`src/rtl/reg_alloc_pkg.sv`:
```
// Shared types and width helpers for the warp register allocator / mapper.
package reg_alloc_pkg;

  typedef enum logic [1:0] {
    ST_IDLE    = 2'd0,
    ST_ALLOC   = 2'd1,
    ST_DEALLOC = 2'd2
  } state_e;

  // Widest chunk index the LUT entry type can carry.
  localparam int MAX_CHUNK_W = 8;

  typedef struct packed {
    logic                   valid;
    logic [MAX_CHUNK_W-1:0] chunk;
  } lut_entry_t;

  // A chunk is two adjacent banks of one row.
  function automatic int calc_nchunk(input int rows, input int banks);
    return rows * banks / 2;
  endfunction

  // Index width with a floor of one bit so single-entry dimensions stay legal.
  function automatic int idx_w(input int n);
    return (n > 1) ? $clog2(n) : 1;
  endfunction

endpackage

```
`src/rtl/reg_alloc_map_finder.sv`:
```
// Priority encoder: lowest-index free chunk in the free map.
module free_chunk_finder
  import reg_alloc_pkg::*;
#(
  parameter int NCHUNK  = 16,
  parameter int CHUNK_W = idx_w(NCHUNK)
) (
  input  logic [NCHUNK-1:0]  free_map,
  output logic [CHUNK_W-1:0] idx,
  output logic               any_free
);

  // Scan from the top so the lowest set bit wins.
  always_comb begin
    idx      = '0;
    any_free = |free_map;
    for (int i = NCHUNK - 1; i >= 0; i--) begin
      if (free_map[i]) idx = CHUNK_W'(i);
    end
  end

endmodule

```
`src/rtl/reg_alloc_map.sv`:
```
// Per-warp register allocation: chunk free map, warp LUT and operand lookup.
module reg_alloc_map
  import reg_alloc_pkg::*;
#(
  parameter  int NUM_WARPS     = 8,
  parameter  int REGS_PER_WARP = 8,
  parameter  int NUM_BANKS     = 4,
  parameter  int NUM_ROWS      = 8,
  localparam int NCHUNK        = calc_nchunk(NUM_ROWS, NUM_BANKS),
  localparam int WARP_W        = idx_w(NUM_WARPS),
  localparam int REG_W         = idx_w(REGS_PER_WARP),
  localparam int CHUNK_W       = idx_w(NCHUNK),
  localparam int CNT_W         = $clog2(NCHUNK) + 1,
  localparam int BANK_W        = idx_w(NUM_BANKS),
  localparam int ROW_W         = idx_w(NUM_ROWS)
) (
  input  logic              clk,
  input  logic              rst,
  input  logic              alloc_req,
  input  logic [WARP_W-1:0] alloc_warp,
  input  logic [REG_W:0]    alloc_nreg,
  output logic              alloc_ready,
  output logic              alloc_done,
  output logic              alloc_fail,
  input  logic              dealloc_req,
  input  logic [WARP_W-1:0] dealloc_warp,
  output logic              dealloc_done,
  output logic [CNT_W-1:0]  free_chunks,
  input  logic [WARP_W-1:0] rd_warp,
  input  logic [REG_W-1:0]  src1_reg,
  input  logic              src1_valid,
  input  logic [REG_W-1:0]  src2_reg,
  input  logic              src2_valid,
  output logic [BANK_W-1:0] src1_bank,
  output logic [ROW_W-1:0]  src1_row,
  output logic              src1_hit,
  output logic [BANK_W-1:0] src2_bank,
  output logic [ROW_W-1:0]  src2_row,
  output logic              src2_hit,
  output logic              bank_conflict,
  input  logic [WARP_W-1:0] wb_warp,
  input  logic [REG_W-1:0]  wb_reg,
  output logic [BANK_W-1:0] wb_bank,
  output logic [ROW_W-1:0]  wb_row,
  output logic              wb_hit
);

  localparam int HALF = REGS_PER_WARP / 2;
  localparam int KW   = idx_w(HALF);
  localparam int HB   = NUM_BANKS / 2;

  if (REGS_PER_WARP % 2 != 0) begin : g_odd_regs
    $error("reg_alloc_map: REGS_PER_WARP must be even");
  end
  if (NUM_BANKS % 2 != 0) begin : g_odd_banks
    $error("reg_alloc_map: NUM_BANKS must be even");
  end
  if (CHUNK_W > MAX_CHUNK_W) begin : g_wide_chunk
    $error("reg_alloc_map: chunk index exceeds lut_entry_t width");
  end

  typedef struct packed {
    logic              hit;
    logic [BANK_W-1:0] bank;
    logic [ROW_W-1:0]  row;
  } loc_t;

  state_e              state, state_d;
  logic [WARP_W-1:0]   op_warp, op_warp_d;
  logic [KW-1:0]       cnt, cnt_d;
  logic [KW:0]         n_q, n_d;
  logic                alloc_done_d, alloc_fail_d, dealloc_done_d;
  logic                claim, do_release;
  int                  need_i;
  logic [NCHUNK-1:0]   free_map;
  logic [HALF-1:0]     lut_vld   [NUM_WARPS];
  logic [CHUNK_W-1:0]  lut_chunk [NUM_WARPS][HALF];
  logic [CHUNK_W-1:0]  find_idx;
  logic                any_free;
  loc_t                l1, l2, lw;

  free_chunk_finder #(.NCHUNK(NCHUNK), .CHUNK_W(CHUNK_W)) u_finder (
    .free_map (free_map),
    .idx      (find_idx),
    .any_free (any_free)
  );

  function automatic lut_entry_t entry_of(input logic [WARP_W-1:0] w, input logic [REG_W-1:0] r);
    lut_entry_t    e;
    logic [KW-1:0] k;
    k       = KW'(r >> 1);
    e.valid = lut_vld[w][k];
    e.chunk = MAX_CHUNK_W'(lut_chunk[w][k]);
    return e;
  endfunction

  // Physical location of one register; a miss reports bank 0 / row 0.
  function automatic loc_t locate(input lut_entry_t e, input logic reg_lsb, input logic en);
    loc_t l;
    int   c;
    l = '0;
    c = int'(e.chunk);
    if (en && e.valid) begin
      l.hit  = 1'b1;
      l.row  = ROW_W'(c / HB);
      l.bank = BANK_W'(2 * (c % HB) + int'(reg_lsb));
    end
    return l;
  endfunction

  // Next-state and control decode; a rejected or empty alloc never leaves IDLE.
  always_comb begin
    state_d        = state;
    op_warp_d      = op_warp;
    cnt_d          = cnt;
    n_d            = n_q;
    alloc_done_d   = 1'b0;
    alloc_fail_d   = 1'b0;
    dealloc_done_d = 1'b0;
    claim          = 1'b0;
    do_release     = 1'b0;
    need_i         = (int'(alloc_nreg) + 1) / 2;
    case (state)
      ST_IDLE: begin
        if (dealloc_req) begin
          state_d   = ST_DEALLOC;
          op_warp_d = dealloc_warp;
          cnt_d     = '0;
        end else if (alloc_req) begin
          if (int'(alloc_nreg) > REGS_PER_WARP || need_i > int'(free_chunks) ||
              lut_vld[alloc_warp][0]) begin
            alloc_fail_d = 1'b1;
          end else if (need_i == 0) begin
            alloc_done_d = 1'b1;
          end else begin
            state_d   = ST_ALLOC;
            op_warp_d = alloc_warp;
            cnt_d     = '0;
            n_d       = (KW+1)'(need_i);
          end
        end
      end
      ST_ALLOC: begin
        claim = any_free;
        cnt_d = cnt + 1'b1;
        if ({1'b0, cnt} == n_q - 1'b1) begin
          state_d      = ST_IDLE;
          alloc_done_d = 1'b1;
        end
      end
      ST_DEALLOC: begin
        do_release = lut_vld[op_warp][cnt];
        cnt_d      = cnt + 1'b1;
        if (cnt == KW'(HALF - 1)) begin
          state_d        = ST_IDLE;
          dealloc_done_d = 1'b1;
        end
      end
      default: state_d = ST_IDLE;
    endcase
  end

  // FSM state, operation context and registered completion pulses.
  always_ff @(posedge clk or negedge rst) begin
    if (!rst) begin
      state        <= ST_IDLE;
      op_warp      <= '0;
      cnt          <= '0;
      n_q          <= '0;
      alloc_done   <= 1'b0;
      alloc_fail   <= 1'b0;
      dealloc_done <= 1'b0;
    end else begin
      state        <= state_d;
      op_warp      <= op_warp_d;
      cnt          <= cnt_d;
      n_q          <= n_d;
      alloc_done   <= alloc_done_d;
      alloc_fail   <= alloc_fail_d;
      dealloc_done <= dealloc_done_d;
    end
  end

  // Free map, free counter and LUT valid bits: one claim or one release per cycle.
  always_ff @(posedge clk or negedge rst) begin
    if (!rst) begin
      free_map    <= '1;
      free_chunks <= CNT_W'(NCHUNK);
      for (int w = 0; w < NUM_WARPS; w++) lut_vld[w] <= '0;
    end else begin
      if (claim) begin
        free_map[find_idx]    <= 1'b0;
        lut_vld[op_warp][cnt] <= 1'b1;
        if (free_chunks != '0) free_chunks <= free_chunks - 1'b1;
      end
      if (do_release) begin
        free_map[lut_chunk[op_warp][cnt]] <= 1'b1;
        lut_vld[op_warp][cnt]             <= 1'b0;
        if (free_chunks != CNT_W'(NCHUNK)) free_chunks <= free_chunks + 1'b1;
      end
    end
  end

  // Chunk indices are only meaningful under a set valid bit, so they carry no reset.
  always_ff @(posedge clk) begin
    if (claim) lut_chunk[op_warp][cnt] <= find_idx;
  end

  // Combinational operand and writeback lookup from the live LUT.
  always_comb begin
    l1            = locate(entry_of(rd_warp, src1_reg), src1_reg[0], src1_valid);
    l2            = locate(entry_of(rd_warp, src2_reg), src2_reg[0], src2_valid);
    lw            = locate(entry_of(wb_warp, wb_reg), wb_reg[0], 1'b1);
    src1_hit      = l1.hit;
    src1_bank     = l1.bank;
    src1_row      = l1.row;
    src2_hit      = l2.hit;
    src2_bank     = l2.bank;
    src2_row      = l2.row;
    wb_hit        = lw.hit;
    wb_bank       = lw.bank;
    wb_row        = lw.row;
    bank_conflict = l1.hit & l2.hit & (l1.bank == l2.bank);
  end

  assign alloc_ready = (state == ST_IDLE);

endmodule

```
`config.mk`:
```
export PLATFORM = sky130hd
export DESIGN_NAME = reg_alloc_map
export DESIGN_NICKNAME = d
export VERILOG_FILES = /design/src/rtl/reg_alloc_pkg.sv /design/src/rtl/reg_alloc_map_finder.sv /design/src/rtl/reg_alloc_map.sv
export SDC_FILE = /design/constraint.sdc
export NUM_CORES = 1
export LEC_CHECK = 0
export BUFFER_PORTS_ARGS = -buffer_cell sky130_fd_sc_hd__buf_4
export CAP_MARGIN = 15
export CORE_MARGIN = 2
export CORE_UTILIZATION = 55
export CTS_CLUSTER_SIZE = 25
export DETAILED_ROUTE_END_ITERATION = 8
export PLACE_DENSITY = 0.78
export SETUP_SLACK_MARGIN = 0.1
export SYNTH_ARGS = -nofsm -noshare
export SYNTH_HDL_FRONTEND = slang
export SYNTH_SLANG_ARGS = --single-unit
export TNS_END_PERCENT = 30
```
`constraint.sdc`:
```
create_clock -name clk -period 4.57 [get_ports clk]
set_input_delay 0.914 -clock clk [delete_from_list [all_inputs] [get_ports clk]]
set_output_delay 0.914 -clock clk [all_outputs]
set_load 0.03 [all_outputs]
```
==> metrics.txt <==
status complete, no violations; CTS sink cnt 194; Resize count post-CTS 0; area added between synthesis and finish 11.1%; most frequent cells in the layout edfxtp_1 (128), mux4_2 (106), buf_4 (84); I/O pin total 59; setup slack, reg-to-reg 1.00 ns; XOR/XNOR Fraction of Synth Area 0.00600; Buf+Inv Stages, Crit Path 3; asr flop ratio synth 0.340; Worst Setup Start Kind primary input; Max VDD drop 0.000418 V; DRC viols 0; CTS Buffer Depth 2; Yosys top cell area share 0.329; critical path depth in cells 8; Top cell by count, worst path buf_4; CP Capture Type primary output; Final Hold Fails 0; GRT Residual Overflow 0; Post-Synthesis Net Count 910; Simple-Gate Fraction of Synth Area 0.0771; synthesized area 0.0117 mm²; CP Max Fanout 18; Syn. warnings 0; CTS Hold Bufs 0; first-pass GRT wire length 52000 µm; vias in the first global route 8653; die area 0.0224 mm²; Post-Synth Adder-Cell Area 0.0182; initial antenna violation count 0; final worst path period need 4.10 ns; worst-path cell chain buf_4 -> buf_4 -> mux4_2 -> mux2i_1 -> mux4_2 -> xor2_1 -> nor4_1 -> buf_4; postcts setup bufs 0; port bufs 58; multiplexer share of the synthesized area 0.264; slowest cell on the critical path mux4_2; relative slew slack 0.333; Layout Nets 955; TritonCTS clock tree built; CTS Buf Count 17; non-filler instance count after layout 1195; CP top delay family multiplexers; Data required, critical path 3.66 ns; Slew Limit Fails 0; post-synthesis compound-gate area fraction 0.126; final setup TNS 0 ns; Die Span Y 150 µm; most common library cell in the layout ignoring fill and taps edfxtp_1; root buffer cell clkbuf_16; Core ar. 0.0210 mm²; DR pass1 iterations 8; post-route cell area 0.0130 mm²; Diodes inserted 0; ys flop type edfxtp_1; Area contributors post-synth edfxtp_1 (33%), mux4_2 (20%), dfrtp_1 (11%), dfstp_2 (3.8%), mux2i_1 (3.3%); P_leak 4.69 nW; Iteration-0 DRC Markers 1479; Total Wirelength 34100 µm; WS Path Type primary input to primary output; Tot GR Track Use 0.316; CP peak stage delay 0.55 ns; Seq/Total Area, Yosys 0.472; fraction of layout cells with a size suffix above 1 0.301; Placer Congestion 0.942; Pwr Total 8.05 mW; vias 8743; Hold Crit Depth 2; FF-to-FF path depth 8; post-route antenna net violation count 0; clock latency on the worst-skew pair 0.43 ns; RSZ-0062 raised after global routing no; Max-Cap Viols 0; cell row count 53; Yosys reg bits 194; Distinct cells, synth 69; largest net degree at the start of global routing 67; Avg Cell Area, Syn 13.5 µm²; fin crit share 0.898; H-tree levels 4; Initial Utilization 0.557; placed cell area 0.0124 mm²; dpl cells 1163; endpoints failing setup 0; wire per inst 28.5 µm; largest family of logic cells by synthesized area multiplexers; Post-synth EDFFs 128; critical path arrival 3.19 ns; post-DP HPWL 23600 µm; min-delay worst type register to register; Vias/cell 7.32; cell taking the most area after synthesis edfxtp_1; max frequency 244 MHz; Clock Pin Slew Worst Setup and Hold Paths 0.06 ns; worst clock skew 0.0143 ns; Die W 150 µm; Pwr Density 620 mW/mm²; slew of the pin with the lowest slew margin 0.998 ns; Core Util, Final 0.619; Mapped Cells 862
routing by layer:
| metal | GRT usage | vias to the layer above | routed length [µm] |
|---|---|---|---|
| li1 | - | 3604 | - |
| met1 | 0.430 | 4215 | 12200 |
| met2 | 0.481 | 780 | 15200 |
| met3 | 0.0869 | 144 | 4800 |
| met5 | 0 | - | 0 |
| met4 | 0.139 | 0 | 1890 |
through the flow:
step                setup WS (ns)  hold slack (ns)
global route                0.252            0.533
floorplan                   0.397            0.465
CTS                         0.463            0.503
finish                      0.467            0.497
detailed placement          0.471            0.491
global placement            0.522            0.489
state kept, by name, summed over array words and instances, names as in the netlist:
register,flops
alloc_done,1
lut_vld,32
free_map,16
lut_chunk,128
alloc_fail,1
cnt,2
op_warp,3
free_chunks,5
state,2
dealloc_done,1
n_q,3
worst min-delay path: cells and delay by family (launching register included):
kind	cells	cell delay (ns)
compound gates	2	0.11
flops	1	0.38
where the power goes:
group	leakage (nW)	switching, mW	internal, mW
clock network	0.284	0.662	0.881
logic	2.42	2.27	1.22
registers	1.99	0.398	2.62
worst paths after layout:
path | endpoint | startpoint
min | free_map[13]$_DFF_PN1_ | free_map[13]$_DFF_PN1_
min in group asynchronous | free_chunks[0]$_DFF_PN0_ | rst
max | bank_conflict | rd_warp[0]
max in group asynchronous | op_warp[2]$_DFFE_PN0P_ | rst
min reg2reg | free_map[13]$_DFF_PN1_ | free_map[13]$_DFF_PN1_
max reg2reg | free_map[11]$_DFF_PN1_ | op_warp[0]$_DFFE_PN0P_
synth_stat cells, drive strengths merged, types with 16 or more instances:
master  number
o22a        33
mux2        28
dfstp       17
mux2i       38
edfxtp     128
mux4       106
o21ai       35
dfrtp       49
buf         42
nor2        65
ha          17
inv         28
a21oi       16
nand2       48
a221oi      22
clkbuf      16
layout make-up:
class                           count  area, µm²
Inverter                           29        109
Tap cell                          275        344
Clock buffer                       21        450
Timing Repair Buffer               84        631
Clock inverter                     11        153
Multi-Input combinational cell    581       5770
Fill cell                        1594       7980
Sequential cell                   194       5520
logic make-up after synthesis:
| logic type | Yosys count |
|---|---|
| adder cells (fa/ha/maj) | 17 |
| flip-flops | 194 |
| multiplexers | 172 |
| buffers and inverters | 87 |
| XOR/XNOR | 8 |
| AND/OR/NAND/NOR | 189 |
| AO/OA/AOI/OAI | 195 |
Note: power is estimated with default switching activity, not from simulation.
